<file path="config.mk">
export PLATFORM = sky130hd
export DESIGN_NAME = ball_motion
export DESIGN_NICKNAME = d
export VERILOG_FILES = /design/src/rtl/ball_motion.sv
export SDC_FILE = /design/constraint.sdc
export NUM_CORES = 1
export LEC_CHECK = 0
export CAP_MARGIN = 15
export CORE_MARGIN = 3
export CORE_UTILIZATION = 35
export DETAILED_ROUTE_END_ITERATION = 8
export PLACE_DENSITY = 0.59
export SYNTH_ARGS = -nofsm -noshare
export SYNTH_HDL_FRONTEND = slang
export SYNTH_SLANG_ARGS = --single-unit
</file>
<file path="constraint.sdc">
create_clock -name clk -period 6.8 [get_ports clk]
set_input_delay 1.36 -clock clk [delete_from_list [all_inputs] [get_ports clk]]
set_output_delay 1.36 -clock clk [all_outputs]
set_load 0.1 [all_outputs]
</file>
<file path="src/rtl/ball_motion.sv">
// ball_motion: breakout-style ball position engine.
// Holds the ball on the paddle while idle, moves it diagonally on each
// motion tick once launched, and reflects it off the walls, the paddle and
// a single brick. A miss at the bottom edge parks the ball in LOST for a
// fixed number of ticks, then the ball returns to the paddle.
// Direction flags: dx_pos_r=1 means moving right, dy_pos_r=1 means moving down.
module ball_motion #(
    parameter int BALL_SIZE  = 8,
    parameter int STEP       = 2,
    parameter int TICK_DIV   = 1000000,
    parameter int PADDLE_W   = 64,
    parameter int BRICK_W    = 32,
    parameter int BRICK_H    = 8,
    parameter int LOST_TICKS = 50
) (
    input  logic       clk,
    input  logic       reset,
    input  logic       start,
    input  logic [9:0] paddle_x,
    input  logic [9:0] paddle_y,
    input  logic [9:0] brick_x,
    input  logic [9:0] brick_y,
    input  logic       brick_alive,
    output logic [9:0] ball_x,
    output logic [9:0] ball_y,
    output logic       hit,
    output logic       lost,
    output logic       moving
);

    // Counter widths; a divider of 1 still needs a one-bit counter.
    localparam int TICK_W = (TICK_DIV > 1) ? $clog2(TICK_DIV) : 1;
    localparam int LOST_W = (LOST_TICKS > 1) ? $clog2(LOST_TICKS) : 1;

    localparam logic [TICK_W-1:0] TICK_LAST = TICK_W'(TICK_DIV - 1);
    localparam logic [LOST_W-1:0] LOST_LAST = LOST_W'(LOST_TICKS - 1);

    // All geometry is evaluated in 11 bits so sums past 1023 do not wrap.
    localparam logic [10:0] BS_C     = 11'(BALL_SIZE);
    localparam logic [10:0] STEP_C   = 11'(STEP);
    localparam logic [10:0] PW_C     = 11'(PADDLE_W);
    localparam logic [10:0] BW_C     = 11'(BRICK_W);
    localparam logic [10:0] BH_C     = 11'(BRICK_H);
    localparam logic [10:0] SCR_W_C  = 11'd640;
    localparam logic [10:0] SCR_H_C  = 11'd480;
    localparam logic [10:0] X_MAX_C  = SCR_W_C - BS_C;
    localparam logic [10:0] Y_MAX_C  = SCR_H_C - BS_C;

    localparam logic [9:0] RST_X_C = 10'd316;
    localparam logic [9:0] RST_Y_C = 10'd288;

    typedef enum logic [1:0] {
        ST_IDLE = 2'd0,
        ST_MOVE = 2'd1,
        ST_LOST = 2'd2
    } state_t;

    // Saturate an 11-bit coordinate to the on-screen maximum and narrow it.
    function automatic logic [9:0] sat10(input logic [10:0] v, input logic [10:0] maxv);
        return 10'((v > maxv) ? maxv : v);
    endfunction

    state_t              state_r;
    state_t              state_nx_s;
    logic [TICK_W-1:0]   tick_cnt_r;
    logic [LOST_W-1:0]   lost_cnt_r;
    logic [LOST_W-1:0]   lost_cnt_nx_s;
    logic [9:0]          ball_x_r;
    logic [9:0]          ball_y_r;
    logic [9:0]          ball_x_nx_s;
    logic [9:0]          ball_y_nx_s;
    logic                dx_pos_r;
    logic                dy_pos_r;
    logic                dx_pos_nx_s;
    logic                dy_pos_nx_s;
    logic                hit_r;
    logic                lost_r;
    logic                moving_r;
    logic                hit_nx_s;
    logic                lost_nx_s;
    logic                moving_nx_s;

    logic                tick_s;
    logic                lost_last_s;
    logic [10:0]         x_ext_s;
    logic [10:0]         y_ext_s;
    logic [10:0]         px_ext_s;
    logic [10:0]         py_ext_s;
    logic [10:0]         bx_ext_s;
    logic [10:0]         by_ext_s;
    logic [10:0]         idle_x_s;
    logic [10:0]         idle_y_s;
    logic [10:0]         x_res_s;
    logic                dx_res_s;
    logic [10:0]         y_try_s;
    logic [10:0]         y_res_s;
    logic                dy_res_s;
    logic                paddle_evt_s;
    logic                brick_evt_s;
    logic                top_evt_s;
    logic                bottom_evt_s;
    logic                hit_evt_s;
    logic                lost_evt_s;

    assign tick_s      = (tick_cnt_r == TICK_LAST);
    assign lost_last_s = (lost_cnt_r == LOST_LAST);

    assign x_ext_s  = {1'b0, ball_x_r};
    assign y_ext_s  = {1'b0, ball_y_r};
    assign px_ext_s = {1'b0, paddle_x};
    assign py_ext_s = {1'b0, paddle_y};
    assign bx_ext_s = {1'b0, brick_x};
    assign by_ext_s = {1'b0, brick_y};

    // Resting position centred on top of the paddle while idle.
    always_comb begin
        idle_x_s = px_ext_s + (PW_C / 11'd2) - (BS_C / 11'd2);
        if (py_ext_s < BS_C) begin
            idle_y_s = 11'd0;
        end else begin
            idle_y_s = py_ext_s - BS_C;
        end
    end

    // Horizontal step with left/right wall reflection.
    always_comb begin
        x_res_s  = x_ext_s;
        dx_res_s = dx_pos_r;
        if (!dx_pos_r && (x_ext_s < STEP_C)) begin
            x_res_s  = 11'd0;
            dx_res_s = 1'b1;
        end else if (dx_pos_r && ((x_ext_s + BS_C + STEP_C) > SCR_W_C)) begin
            x_res_s  = X_MAX_C;
            dx_res_s = 1'b0;
        end else if (dx_pos_r) begin
            x_res_s  = x_ext_s + STEP_C;
        end else begin
            x_res_s  = x_ext_s - STEP_C;
        end
    end

    // Unconditional vertical step, used for the brick overlap test and as
    // the result when no vertical event applies.
    always_comb begin
        if (dy_pos_r) begin
            y_try_s = y_ext_s + STEP_C;
        end else if (y_ext_s < STEP_C) begin
            y_try_s = 11'd0;
        end else begin
            y_try_s = y_ext_s - STEP_C;
        end
    end

    // Vertical event detection against paddle, brick, top and bottom.
    always_comb begin
        paddle_evt_s = dy_pos_r
                     && ((y_ext_s + BS_C) <= py_ext_s)
                     && ((y_ext_s + BS_C + STEP_C) >= py_ext_s)
                     && ((x_ext_s + BS_C) > px_ext_s)
                     && (x_ext_s < (px_ext_s + PW_C));
        brick_evt_s  = brick_alive
                     && (x_res_s < (bx_ext_s + BW_C))
                     && ((x_res_s + BS_C) > bx_ext_s)
                     && (y_try_s < (by_ext_s + BH_C))
                     && ((y_try_s + BS_C) > by_ext_s);
        top_evt_s    = !dy_pos_r && (y_ext_s < STEP_C);
        bottom_evt_s = dy_pos_r && ((y_ext_s + BS_C + STEP_C) >= SCR_H_C);
    end

    // Resolve one vertical event by priority: paddle, brick, top, bottom.
    always_comb begin
        y_res_s    = y_ext_s;
        dy_res_s   = dy_pos_r;
        hit_evt_s  = 1'b0;
        lost_evt_s = 1'b0;
        if (paddle_evt_s) begin
            y_res_s  = py_ext_s - BS_C;
            dy_res_s = 1'b0;
        end else if (brick_evt_s) begin
            dy_res_s  = ~dy_pos_r;
            hit_evt_s = 1'b1;
        end else if (top_evt_s) begin
            y_res_s  = 11'd0;
            dy_res_s = 1'b1;
        end else if (bottom_evt_s) begin
            lost_evt_s = 1'b1;
        end else begin
            y_res_s = y_try_s;
        end
    end

    // Motion tick divider; free-running in every state, cleared only by reset.
    always_ff @(posedge clk) begin
        if (reset) begin
            tick_cnt_r <= '0;
        end else if (tick_s) begin
            tick_cnt_r <= '0;
        end else begin
            tick_cnt_r <= tick_cnt_r + TICK_W'(1);
        end
    end

    // FSM state register.
    always_ff @(posedge clk) begin
        if (reset) begin
            state_r <= ST_IDLE;
        end else begin
            state_r <= state_nx_s;
        end
    end

    // FSM next-state logic; start is only honoured in IDLE.
    always_comb begin
        state_nx_s = state_r;
        case (state_r)
            ST_IDLE: begin
                if (start) begin
                    state_nx_s = ST_MOVE;
                end else begin
                    state_nx_s = ST_IDLE;
                end
            end
            ST_MOVE: begin
                if (tick_s && lost_evt_s) begin
                    state_nx_s = ST_LOST;
                end else begin
                    state_nx_s = ST_MOVE;
                end
            end
            ST_LOST: begin
                if (tick_s && lost_last_s) begin
                    state_nx_s = ST_IDLE;
                end else begin
                    state_nx_s = ST_LOST;
                end
            end
            default: begin
                state_nx_s = ST_IDLE;
            end
        endcase
    end

    // FSM output logic: next ball position, direction, pulses and LOST count.
    always_comb begin
        ball_x_nx_s   = ball_x_r;
        ball_y_nx_s   = ball_y_r;
        dx_pos_nx_s   = dx_pos_r;
        dy_pos_nx_s   = dy_pos_r;
        hit_nx_s      = 1'b0;
        lost_nx_s     = 1'b0;
        lost_cnt_nx_s = lost_cnt_r;
        case (state_r)
            ST_IDLE: begin
                ball_x_nx_s   = sat10(idle_x_s, X_MAX_C);
                ball_y_nx_s   = sat10(idle_y_s, Y_MAX_C);
                dx_pos_nx_s   = 1'b1;
                dy_pos_nx_s   = 1'b0;
                lost_cnt_nx_s = '0;
            end
            ST_MOVE: begin
                lost_cnt_nx_s = '0;
                if (tick_s) begin
                    ball_x_nx_s = sat10(x_res_s, X_MAX_C);
                    ball_y_nx_s = sat10(y_res_s, Y_MAX_C);
                    dx_pos_nx_s = dx_res_s;
                    dy_pos_nx_s = dy_res_s;
                    hit_nx_s    = hit_evt_s;
                    lost_nx_s   = lost_evt_s;
                end else begin
                    ball_x_nx_s = ball_x_r;
                    ball_y_nx_s = ball_y_r;
                end
            end
            ST_LOST: begin
                if (tick_s && lost_last_s) begin
                    lost_cnt_nx_s = '0;
                end else if (tick_s) begin
                    lost_cnt_nx_s = lost_cnt_r + LOST_W'(1);
                end else begin
                    lost_cnt_nx_s = lost_cnt_r;
                end
            end
            default: begin
                lost_cnt_nx_s = '0;
            end
        endcase
        moving_nx_s = (state_nx_s == ST_MOVE);
    end

    // Registered ball datapath and output pulses.
    always_ff @(posedge clk) begin
        if (reset) begin
            ball_x_r   <= RST_X_C;
            ball_y_r   <= RST_Y_C;
            dx_pos_r   <= 1'b1;
            dy_pos_r   <= 1'b0;
            lost_cnt_r <= '0;
            hit_r      <= 1'b0;
            lost_r     <= 1'b0;
            moving_r   <= 1'b0;
        end else begin
            ball_x_r   <= ball_x_nx_s;
            ball_y_r   <= ball_y_nx_s;
            dx_pos_r   <= dx_pos_nx_s;
            dy_pos_r   <= dy_pos_nx_s;
            lost_cnt_r <= lost_cnt_nx_s;
            hit_r      <= hit_nx_s;
            lost_r     <= lost_nx_s;
            moving_r   <= moving_nx_s;
        end
    end

    assign ball_x = ball_x_r;
    assign ball_y = ball_y_r;
    assign hit    = hit_r;
    assign lost   = lost_r;
    assign moving = moving_r;

endmodule

</file>
==> reports/results.tsv, run 1 <==
stage	metric	value	unit
critical_path	Worst Reg-to-Reg Cells	21	
cts	TritonCTS clock tree	built	
logic_synthesis	FF+latch count, synth	53	
grt	first-pass GRT wire length	32900	um
logic_synthesis	Synth Area in XOR/XNOR	9.779	%
timing	Final WS setup	859.0	ps
cts	Worst-path clk slew	80	ps
place	Placed Cells	1214	
drt	DRC	0	
place	worst slack after detailed placement	1029	ps
drt	total number of vias	6777	
cts	Post-CTS Hold Fix Bufs	0	
timing	actual slew at the worst max-slew pin	1008	ps
power	Pwr Total	1.388	mW
logic_synthesis	Synth Area in Compound Gates	24.52	%
cells_and_area	Register Area	1061	um^2
critical_path	CP max FO	13	
logic_synthesis	simple-gate portion of the synthesized area	25.97	%
cells_and_area	share of layout cells above drive strength 1	4.158	%
grt	initial antenna violation count	0	
logic_synthesis	post-synthesis async set-or-reset flop share	0	%
logic_synthesis	Netlist cell types	80	
cells_and_area	post-route cell area	7838	um^2
critical_path	Reg2Reg Setup Slack	860	ps
timing	Layout Skew	9.597	ps
critical_path	CP Class	register to register	
power	leak pwr	3.161	nW
critical_path	reg2reg start	ball_x[3]$_SDFFE_PP1P_	
cts	clk sink count	53	
logic_synthesis	Synth area leaders	ha_1 (17%), dfxtp_1 (16%), xnor2_1 (6.4%)	
place	hpwl dp	15660	um
critical_path	crit end category	register	
critical_path	CP arrival	6150	ps
timing	Finish-stage setup viols	0	
cells_and_area	post-route insts no fill	1222	
timing	fin. max-slew vios	0	
cells_and_area	synthesis-to-layout area growth	15.15	%
place	gpl congestion	0.9292	
cts	clock root buffer master	clkbuf_16	
cts	clk buf depth	2	
logic_synthesis	adder-cell area share of the yosys netlist	16.73	%
timing	Final Hold Viols	0	
logic_synthesis	Synth area leader	ha_1	
floorplanning	die footprint	21160	um^2
logic_synthesis	Post-synth EDFFs	0	
logic_synthesis	synth cell count leaders	ha_1 (91), nor2_1 (82), inv_1 (79), nand2_1 (65)	
floorplanning	core area	18890	um^2
logic_synthesis	Synth Flop Type	dfxtp_1	
critical_path	crit path launch type	register	
logic_synthesis	post-synth top area share	16.73	%
timing	max_slew headroom	32.56	%
grt	largest net degree at the start of global routing	37	
logic_synthesis	largest family of logic cells by synthesized area	simple AND/OR/NAND/NOR gates	
drt	Initial DRC Count	451	
logic_synthesis	fraction of synthesized area in multiplexers	0.7353	%
floorplanning	Die Wd	145.5	um
cells_and_area	number of fill cells	1993	
cells_and_area	post-layout util	41.48	%
worst_hold_path	Hold Startpoint	tick_cnt_r[0]$_SDFF_PP0_	
worst_hold_path	hold endpoint	tick_cnt_r[0]$_SDFF_PP0_	
drt	post-route ant nets	0	
timing	setup TNS	0	ps
cts	Post-CTS Setup Inserts	0	
place	Area after DPL	7695	um^2
cts	CTS Buf Count	5	
logic_synthesis	top-count cell post-synth	ha_1	
cts	H-tree depth	2	
critical_path	reg2reg end	ball_y[0]$_SDFFE_PP0P_	
floorplanning	Die Ht	145.5	um
drt	Pre-antenna DRT Iters	5	
logic_synthesis	yosys warns	0	
grt	Total GRT Usage	18.41	%
cts	Worst-Skew Late Latency	300	ps
status	outcome	finished, final reports clean	
logic_synthesis	mean post-synth cell area	7.439	um^2
cells_and_area	Final nets	1096	
power	PD cells	177.1	nW/um^2
cells_and_area	multi-input logic area	5291	um^2
cells_and_area	antenna cells	0	
timing	Final period util	87.37	%
logic_synthesis	mapped cell area	6807	um^2
timing	fmax	168.3	MHz
power	peak supply drop	0.00008927	V
timing	Tmin final	5941	ps
drt	final WL	20010	um
worst_hold_path	hold depth	1	
drt	Avg Vias per Cell	5.546	
floorplanning	initial core utilization	36.03	%
grt	vias in the first global route	6376	
timing	WHS	455.1	ps
worst_hold_path	hold crit path type	register to register	
logic_synthesis	Seq/Total Area, Yosys	15.59	%
cts	post-CTS sizing	0	
critical_path	WP data required	7010	ps
drt	DR WL/cell	16.38	um
logic_synthesis	Syn Inst Count	915	
job	MaxCap Viol Count	0	
place	IO Port Bufs	66	
floorplanning	row count	50	
logic_synthesis	syn nets	1050	
timing	RSZ-0062 raised after global routing	false	
grt	gr ovfl total	0	
floorplanning	io pins	67	
## routing by layer
layer  vias up  track usage (%)  routed length [um]
li1       3434                -                   -
met1      3126            24.88                9403
met2       175            30.61                9168
met3        42            2.336                 911
met4         0            5.840                 527
met5         -                0                   0
## critical path, stage by stage, from the launching register on
cell	delay, ps
dfxtp_1	600
ha_1	350
nand3_1	170
or3_1	370
a2111oi_0	630
a22oi_1	220
and2_1	240
o21ai_0	180
nor2_1	160
ha_1	230
or3b_2	450
a221oi_1	230
o21ai_0	130
a31oi_1	150
o21ai_0	170
a31oi_4	260
o2bb2ai_1	190
nor2_2	270
o221ai_1	210
a22oi_2	250
o21ai_0	110
a221oi_1	270
## worst max path at each step
| stage | from | to | cells after the start |
|---|---|---|---|
| final | ball_x[3]$_SDFFE_PP1P_ | ball_y[0]$_SDFFE_PP0P_ | 21 |
| after global routing | ball_x[4]$_SDFFE_PP1P_ | ball_y[0]$_SDFFE_PP0P_ | 21 |
| after CTS | ball_x[4]$_SDFFE_PP1P_ | ball_y[3]$_SDFFE_PP0P_ | 21 |
| after detailed placement | ball_x[4]$_SDFFE_PP1P_ | ball_y[3]$_SDFFE_PP0P_ | 21 |
| after global placement | ball_x[4]$_SDFFE_PP1P_ | ball_y[3]$_SDFFE_PP0P_ | 21 |
| after floorplan | ball_x[4]$_SDFFE_PP1P_ | ball_y[3]$_SDFFE_PP0P_ | 21 |
## flip-flops by register name, indices dropped and copies added, names as in the netlist
signal	count
ball_x	10
ball_y	10
dx_pos_r	1
dy_pos_r	1
hit	1
lost	1
lost_cnt_r	6
moving	1
state_r	2
tick_cnt_r	20
## where the power goes
part	leakage, nW	internal (mW)	switching (mW)
clock	0.0712	0.138	0.127
combinational	2.66	0.290	0.463
sequential	0.433	0.325	0.0443
## area by class of cell
class	count	share of cell area, %
Timing Repair Buffer	74	9.195
Multi-Input combinational cell	748	67.51
Clock inverter	2	0.1756
Sequential cell	53	13.54
Tap cell	260	4.151
Inverter	79	3.784
Clock buffer	6	1.644
## placed cells by master, fill, tap and decap left out, drive strengths merged, types with 12 or more instances in the layout
cell type / n
a211oi: 17
o211ai: 13
xnor2: 50
and3: 16
a21o: 15
nand3: 54
nand2: 65
clkdlybuf4s50: 66
nor2: 83
nor3: 25
o21ai: 45
a21oi: 44
dfxtp: 53
xor2: 26
nand4: 18
ha: 91
inv: 80
and2: 12
## kinds of logic (layout without fill, tap and decap cells)
logic type | after synthesis | after routing
multiplexers | 5 | 5
buffers and inverters | 114 | 161
XOR/XNOR | 76 | 76
flip-flops | 53 | 53
adder cells (fa/ha/maj) | 91 | 91
AO/OA/AOI/OAI | 231 | 231
AND/OR/NAND/NOR | 345 | 345
(Power assumes the default switching activity.)
==> run 2: changes to the inputs <==
--- a/config.mk
+++ b/config.mk
@@ -7,9 +7,9 @@
 export LEC_CHECK = 0
 export CAP_MARGIN = 15
 export CORE_MARGIN = 3
-export CORE_UTILIZATION = 35
+export CORE_UTILIZATION = 50
 export DETAILED_ROUTE_END_ITERATION = 8
-export PLACE_DENSITY = 0.59
+export PLACE_DENSITY = 0.77
 export SYNTH_ARGS = -nofsm -noshare
 export SYNTH_HDL_FRONTEND = slang
 export SYNTH_SLANG_ARGS = --single-unit
==> reports/results.tsv, run 2 (synthesized netlist as in run 1, its figures left out) <==
stage	metric	value	unit
cells_and_area	number of fill cells	1198	
power	PD cells	178.7	nW/um^2
timing	RSZ-0062 raised after global routing	false	
critical_path	Reg2Reg Setup Slack	830	ps
grt	largest net degree at the start of global routing	37	
cells_and_area	share of layout cells above drive strength 1	3.758	%
timing	fin. max-slew vios	0	
drt	post-route ant nets	0	
place	hpwl dp	14600	um
drt	DRC	0	
timing	Finish-stage setup viols	0	
grt	met3 Use GR	2.857	%
cts	CTS Buf Count	5	
cts	post-CTS sizing	0	
cells_and_area	largest reg by FF count	tick_cnt_r	
critical_path	WP data required	7010	ps
floorplanning	Die Wd	122.7	um
grt	vias in the first global route	6419	
grt	gr ovfl total	0	
power	leak pwr	3.140	nW
drt	Pre-antenna DRT Iters	5	
critical_path	reg2reg start	ball_x[4]$_SDFFE_PP1P_	
job	MaxCap Viol Count	0	
cells_and_area	commonest non-fill, non-tap cell in the layout	ha_1	
cells_and_area	commonest non-fill, non-tap cells in the layout	ha_1 (91), nor2_1 (82), inv_1 (79)	
grt	routing usage on met1	32.03	%
timing	Final Hold Viols	0	
drt	Avg Vias per Cell	6.073	
cts	clk sink count	53	
power	peak supply drop	0.0001034	V
cts	clk buf depth	2	
critical_path	Worst Reg-to-Reg Cells	21	
critical_path	Crit. Startpoint	ball_x[4]$_SDFFE_PP1P_	
timing	Final period util	87.84	%
timing	Tmin final	5973	ps
grt	initial antenna violation count	0	
floorplanning	core area	12980	um^2
floorplanning	io pins	67	
timing	setup TNS	0	ps
grt	busiest grt layer	met2	
critical_path	CP arrival	6190	ps
cells_and_area	multi-input logic area	5291	um^2
floorplanning	row count	41	
place	IO Port Bufs	66	
grt	grt met2 use	43.53	%
grt	first-pass GRT wire length	30740	um
cells_and_area	synthesis-to-layout area growth	13.09	%
critical_path	reg2reg end	ball_y[3]$_SDFFE_PP0P_	
floorplanning	initial core utilization	52.44	%
worst_hold_path	hold crit path type	register to register	
timing	fmax	167.4	MHz
cells_and_area	antenna cells	0	
timing	Layout Skew	8.890	ps
cts	H-tree depth	2	
cts	TritonCTS clock tree	built	
critical_path	crit path launch type	register	
critical_path	crit end category	register	
cells_and_area	Largest register FFs	20	
drt	final WL	18800	um
cells_and_area	post-layout util	59.31	%
floorplanning	Die Ht	122.7	um
timing	max_slew headroom	27.31	%
critical_path	CP Class	register to register	
floorplanning	die footprint	15050	um^2
timing	WHS	450.1	ps
drt	DR WL/cell	16.64	um
critical_path	Setup crit end	ball_y[3]$_SDFFE_PP0P_	
drt	total number of vias	6862	
cells_and_area	Final nets	1092	
timing	actual slew at the worst max-slew pin	1090	ps
cells_and_area	Register Area	1061	um^2
cts	Post-CTS Hold Fix Bufs	0	
cts	Worst-path clk slew	80	ps
cts	clock root buffer master	clkbuf_16	
cts	Post-CTS Setup Inserts	0	
grt	Total GRT Usage	24.86	%
drt	Initial DRC Count	570	
place	gpl congestion	0.9330	
status	outcome	finished, final reports clean	
cts	Worst-Skew Late Latency	300	ps
critical_path	CP max FO	14	
==> run 2: how the worst min path moves through the flow <==
| stage | end | startpoint | cells after the start |
|---|---|---|---|
| detailed placement | tick_cnt_r[0]$_SDFF_PP0_ | tick_cnt_r[0]$_SDFF_PP0_ | 1 |
| global placement | tick_cnt_r[0]$_SDFF_PP0_ | tick_cnt_r[0]$_SDFF_PP0_ | 1 |
| global route | tick_cnt_r[0]$_SDFF_PP0_ | tick_cnt_r[0]$_SDFF_PP0_ | 1 |
| CTS | tick_cnt_r[0]$_SDFF_PP0_ | tick_cnt_r[0]$_SDFF_PP0_ | 1 |
| finish | tick_cnt_r[0]$_SDFF_PP0_ | tick_cnt_r[0]$_SDFF_PP0_ | 1 |
| floorplan | tick_cnt_r[0]$_SDFF_PP0_ | tick_cnt_r[0]$_SDFF_PP0_ | 1 |
==> run 2: final cells by class <==
| cell class | instances | share of cell area [%] |
|---|---|---|
| inverter | 79 | 3.852 |
| clock inverter | 2 | 0.1788 |
| timing repair buffer | 70 | 8.973 |
| sequential | 53 | 13.78 |
| tap | 172 | 2.796 |
| clock buffer | 6 | 1.674 |
| multi-input combinational | 748 | 68.74 |
==> run 2: report_power, final <==
part	switching [mW]	total (mW)	leakage (nW)	internal, mW
Sequential	0.0498	0.375	0.433	0.325
Clock	0.123	0.261	0.0712	0.138
Combinational	0.452	0.740	2.64	0.288
==> run 2: stage by stage <==
stage          power [mW]  setup WS (ps)  cells  instance area [um^2]
3_3_place_gp        1.102           1238   1122                  7555
4_1_cts             1.371          955.1   1130                  7697
3_5_place_dp        1.109           1013   1122                  7555
5_1_grt             1.468          213.4   1130                  7697
2_1_floorplan      0.9244           1139    915                  6807
6_report            1.376          826.7   1130                  7697
==> run 2: metal layers <==
layer | vias to the layer above | wire length [um]
met5 | - | 0
li1 | 3410 | -
met4 | 0 | 457
met1 | 3160 | 8272
met3 | 40 | 1209
met2 | 252 | 8861
==> run 2: critical path, stage by stage, from the launching register on <==
cell,delay [ps]
dfxtp_1,590
ha_1,360
nand3_1,150
or3_1,370
a2111oi_0,670
a22oi_1,250
and2_1,260
o21ai_0,190
nor2_1,80
ha_1,310
nor2b_1,130
o21ai_0,190
a21boi_0,120
o211ai_1,190
a211oi_1,110
a211o_1,330
a221oi_2,460
o21ai_0,210
a31oi_2,260
nand3_2,150
or2_1,290
a221oi_2,230
